$ cat src/rtl/pipe_pkg.sv
// pipe_pkg: shared types and constants for pipeline stage registers
package pipe_pkg;

    typedef enum logic [1:0] {
        EMPTY,
        ONE,
        TWO
    } pipe_state_e;

    localparam int STALL_CNT_W = 16;

endpackage

$ cat src/rtl/pipe_sat_counter.sv
// pipe_sat_counter: saturating up-counter with synchronous clear
module pipe_sat_counter #(
    parameter int W = 16
) (
    input  logic         clk,
    input  logic         rst,
    input  logic         inc,
    input  logic         clr,
    output logic [W-1:0] count
);

    // clear wins over increment; the count sticks at all-ones
    always_ff @(posedge clk or negedge rst)
        if (!rst) count <= '0;
        else count <= clr ? '0 : (inc && !(&count)) ? count + W'(1) : count;

endmodule

$ cat src/rtl/pipe_stage_reg.sv
// pipe_stage_reg: handshaked pipeline register with optional 2-entry skid buffer
module pipe_stage_reg
    import pipe_pkg::*;
#(
    parameter int               WIDTH     = 64,
    parameter logic [WIDTH-1:0] RESET_VAL = '0,
    parameter bit               SKID      = 1'b1
) (
    input  logic                   clk,
    input  logic                   rst,
    input  logic                   in_valid,
    output logic                   in_ready,
    input  logic [WIDTH-1:0]       in_data,
    input  logic                   flush,
    output logic                   out_valid,
    input  logic                   out_ready,
    output logic [WIDTH-1:0]       out_data,
    input  logic                   stall_cnt_clr,
    output logic [STALL_CNT_W-1:0] stall_cnt
);

    pipe_state_e      stateQ, stateD;
    logic [WIDTH-1:0] mainQ, skidQ;
    logic             inReadyQ, accept, pop, loadMain, loadSkid, promote;

    // without a skid entry the stage only reaches TWO if it accepts while full,
    // which the combinational ready forbids, so one FSM serves both modes
    assign in_ready  = SKID ? inReadyQ : (stateQ == EMPTY || out_ready);
    assign out_valid = stateQ != EMPTY;
    assign out_data  = mainQ;
    assign accept    = in_valid && in_ready;
    assign pop       = out_valid && out_ready;

    // next state and payload load enables; flush squashes everything
    always_comb begin
        stateD   = stateQ;
        loadMain = 1'b0;
        loadSkid = 1'b0;
        promote  = 1'b0;
        case (stateQ)
            EMPTY: begin
                stateD   = accept ? ONE : EMPTY;
                loadMain = accept;
            end
            ONE: begin
                stateD   = (accept && !pop) ? TWO : (pop && !accept) ? EMPTY : ONE;
                loadMain = accept && pop;
                loadSkid = accept && !pop;
            end
            TWO: begin
                stateD  = pop ? ONE : TWO;
                promote = pop;
            end
            default: stateD = EMPTY;
        endcase
        if (flush) begin
            stateD   = EMPTY;
            loadMain = 1'b0;
            loadSkid = 1'b0;
            promote  = 1'b0;
        end
    end

    // state, registered ready and payload entries
    always_ff @(posedge clk or negedge rst)
        if (!rst) begin
            stateQ   <= EMPTY;
            inReadyQ <= 1'b1;
            mainQ    <= RESET_VAL;
            skidQ    <= RESET_VAL;
        end else begin
            stateQ   <= stateD;
            inReadyQ <= stateD != TWO;
            mainQ    <= loadMain ? in_data : promote ? skidQ : mainQ;
            skidQ    <= loadSkid ? in_data : skidQ;
        end

    pipe_sat_counter #(
        .W(STALL_CNT_W)
    ) u_stallCnt (
        .clk  (clk),
        .rst  (rst),
        .inc  (out_valid && !out_ready),
        .clr  (stall_cnt_clr),
        .count(stall_cnt)
    );

endmodule

$ cat config.mk
export PLATFORM = sky130hd
export DESIGN_NAME = pipe_stage_reg
export DESIGN_NICKNAME = d
export VERILOG_FILES = /design/src/rtl/pipe_pkg.sv /design/src/rtl/pipe_sat_counter.sv /design/src/rtl/pipe_stage_reg.sv
export SDC_FILE = /design/constraint.sdc
export NUM_CORES = 1
export LEC_CHECK = 0
export CAP_MARGIN = 40
export CORE_ASPECT_RATIO = 0.7
export CORE_MARGIN = 3
export CORE_UTILIZATION = 35
export CTS_CLUSTER_DIAMETER = 50
export DETAILED_ROUTE_END_ITERATION = 6
export GPL_TIMING_DRIVEN = 0
export PLACE_DENSITY = 0.62
export SETUP_SLACK_MARGIN = 0.05
export SYNTH_ARGS = -nofsm -noshare
export SYNTH_HDL_FRONTEND = slang
export SYNTH_SLANG_ARGS = --single-unit
$ cat constraint.sdc
create_clock -name clk -period 2.6 [get_ports clk]
set_input_delay 0.52 -clock clk [delete_from_list [all_inputs] [get_ports clk]]
set_output_delay 0.52 -clock clk [all_outputs]
set_load 0.01 [all_outputs]
==> flow_summary.toml <==
[status]
status = "finished, final reports clean"

[global_route]
track_usage = 0.165
antenna_found_initial = 0
grt_max_degree = 75
grt_overflow = 0
grt_pass1_vias = 4811
grt_first_pass_wirelength_um = 25800

[timing]
rsz0062_at_grt = "false"
slew_headroom = 0.530
tns_ns = 0
fmax_ghz = 0.416
hold_violations = 0
finalSetupViolCount = 0
maxSlewViolCount = 0
timing.hold.ws_ns = 0.117
worstMarginPinSlew_ns = 0.706
period_needed_ns = 2.40
min_period_over_period = 0.925
fin_skew_ns = 0.00796

[job]
cap_viol_max_count = 0

[route]
drc = 0
detail-route-antenna-nets = 0
vias = 4607
drt-total-wl_um = 15700
drt_pass1_iterations = 4
drt-wirelength-per-cell_um = 17.6
via_per_inst = 5.15
drt_iter0_drc = 226

[setup_path]
regToRegSetupSlack_ns = 0.20
rr_worst_depth = 10
cp_max_fo = 10
timing.rr.start = "stateQ[0]"
cp.required_ns = 2.90
cp-end-kind = "flop"
startpoint_type = "flop"
r2r-end = "skidQ[32]"
worstPathArrival_ns = 2.70
critical_path_class = "reg2reg"

[power]
power_density_mw_per_mm2 = 842
p_leak_nw = 4.06
ir_drop_v = 0.000387

[cts]
numCtsBuffers = 17
clkSinkCount = 147
ctsRootBufferMaster = "clkbuf_16"
htreeDepth = 4
cts_hold_buffers = 0
clk_path_buf_depth = 2
path_clk_slew_ns = 0.06
clk_latency_ns = 0.42
tritoncts = "done"

[synth]
synth_cell_type_count = 46
avgSynthCellArea_um2 = 13.2
synth-seq-cells = 147
yosys_warnings = 0
synth_simple_gate_area_share = 0.0586
synth-async-reset-ratio = 1.00
synthAdderAreaFrac = 0.00596
syn_area_mm2 = 0.00630
synth_top_family_by_area = "compound AO/OA/AOI/OAI gates"
synth.yosys.seq_area_share = 0.584
syn_inst = 476
synth_ff_type = "dfrtp_1"
synth_edf_count = 0
synth.net_count = 549
muxShareOfSynthArea = 0.120
synth_xor_area_frac = 0
synth_compound_area_frac = 0.198

[placed_design]
dp_cells = 861
place_congestion = 0.792
hpwl_um = 11200
numPortBuffers = 151

[layout]
drive_gt1_frac = 0.217
antennaDiodeCount = 0
synthToLayoutAreaGrowth_pct = 39.3
nNetsFinal = 725
instances_no_fill = 895

[floorplan]
die_area_mm2 = 0.0197
die_w_um = 166
die_h_um = 118
initial_core_util = 0.362
placeableCoreArea_mm2 = 0.0174
rows = 40
ios = 152

[worst_hold_path]
hold_class = "in2async"
-- cells by family after synthesis --
| logic type | count (synthesis) |
|---|---|
| buf+inv | 36 |
| flops | 147 |
| compound gates | 158 |
| simple gates | 65 |
| fa+ha+maj | 3 |
| mux | 67 |
-- repair_timing --
| action | in CTS | in global routing |
|---|---|---|
| pin swaps | 1 | 1 |
| buffers inserted | 1 | 2 |
| hold endpoints to repair | 0 | 0 |
| resized for setup | 4 | 8 |
| endpoints found under the setup margin | 94 | 120 |
| gates cloned | 0 | 0 |
-- flip-flops by register name (all words and copies together), names as in the netlist --
| register | count |
|---|---|
| in_ready | 1 |
| out_data | 64 |
| skidQ | 64 |
| stateQ | 2 |
| u_stallCnt.count | 16 |
-- Yosys cell counts (all sizes together), types with 2 or more instances --
| cell type | instances | share of area |
|---|---|---|
| o31ai | 3 | 0.0036 |
| or2 | 2 | 0.0020 |
| buf | 23 | 0.025 |
| o311ai | 2 | 0.0028 |
| dfrtp | 146 | 0.58 |
| o41ai | 2 | 0.0028 |
| nor2b | 2 | 0.0020 |
| nand4 | 4 | 0.0050 |
| nand2 | 13 | 0.0081 |
| mux2 | 66 | 0.12 |
| a21oi | 10 | 0.0079 |
| nand3 | 4 | 0.0032 |
| or3 | 5 | 0.0052 |
| nor2 | 9 | 0.0054 |
| nand3b | 2 | 0.0024 |
| a22o | 64 | 0.089 |
| inv | 4 | 0.0024 |
| o21ai | 5 | 0.0040 |
| or4 | 4 | 0.0048 |
| and2 | 2 | 0.0020 |
| ha | 3 | 0.0060 |
| clkbuf | 8 | 0.0050 |
| a31oi | 2 | 0.0020 |
| a21o | 64 | 0.076 |
| nor4 | 6 | 0.0060 |
| nor3 | 7 | 0.0064 |
-- through the flow --
step                      area (um^2)  power, W  worst slack, ns  utilization
after floorplan                  6300   0.00408           0.0695            -
after global placement           8100   0.00492            -4.85        0.465
after detailed placement         8150   0.00500           -0.269        0.468
after CTS                        8750   0.00751           0.0878        0.503
after global routing             8780   0.00781           0.0600        0.504
final                            8780   0.00739            0.196        0.504
-- final cells by class --
class	count	area [um^2]
multi-input combinational	293	2420
tap	231	289
buffer	32	209
clock inverter	14	161
fill	1538	8640
sequential	147	3680
inverter	4	15.0
timing repair buffer	157	1580
clock buffer	17	425
-- per-layer routing --
metal  share of wire  global-route usage  vias to the layer above
met4           0.013              0.0541                        0
met5               0                   0                        -
met2            0.45               0.246                      119
met1            0.48               0.224                     2314
met3           0.059              0.0595                       16
li1                -                   -                     2158
-- power by group --
group | leakage [nW] | switching [W] | internal, W
registers | 1.83 | 0.000349 | 0.00294
clock network | 0.289 | 0.000957 | 0.00150
logic | 1.94 | 0.000604 | 0.00105
total | 4.06 | 0.00191 | 0.00549
-- worst max-delay path by stage --
stage	slack [ns]	start	end	cells after the start
global placement	-4.85	rst	out_data[15]	1
global route	0.06	stateQ[0]	out_data[10]	10
finish	0.20	stateQ[0]	skidQ[32]	10
floorplan	0.07	stateQ[0]	skidQ[10]	9
detailed placement	-0.27	out_ready	skidQ[37]	9
CTS	0.09	stateQ[0]	skidQ[33]	10
-- worst max-delay path: stages (launching register included) --
cell and delay (ns):
dfrtp_1 0.40, buf_2 0.18, or2_2 0.32, and2_1 0.19, inv_1 0.07, ha_1 0.17
nand2_1 0.09, nor3_4 0.15, buf_4 0.18, buf_6 0.16, mux2_2 0.36
-- placed cells by master, fill, tap and decap left out, types with 2 or more instances in the layout --
cell type	Yosys	routed
o41ai_1	2	2
inv_1	4	4
clkbuf_16	0	17
clkinv_2	0	6
or3_1	4	4
bufinv_16	0	3
a22o_1	64	64
nand2_1	12	12
a31oi_1	2	2
or4_1	4	4
buf_4	0	4
o21ai_0	5	5
nor2_1	9	8
buf_6	7	9
nor4_1	6	6
a21oi_1	10	10
inv_6	0	2
ha_1	3	3
o311ai_0	2	2
o31ai_1	3	3
nand3b_1	2	2
buf_2	16	15
mux2_2	66	66
nand4_1	3	3
nor2b_1	2	2
clkdlybuf4s50_1	0	150
dfrtp_1	146	146
clkinvlp_4	0	2
a21o_1	64	64
or2_2	2	2
and2_1	2	2
nand3_1	4	4
clkbuf_2	1	7
nor3_1	6	6
Note: power is estimated with default switching activity, not from simulation.
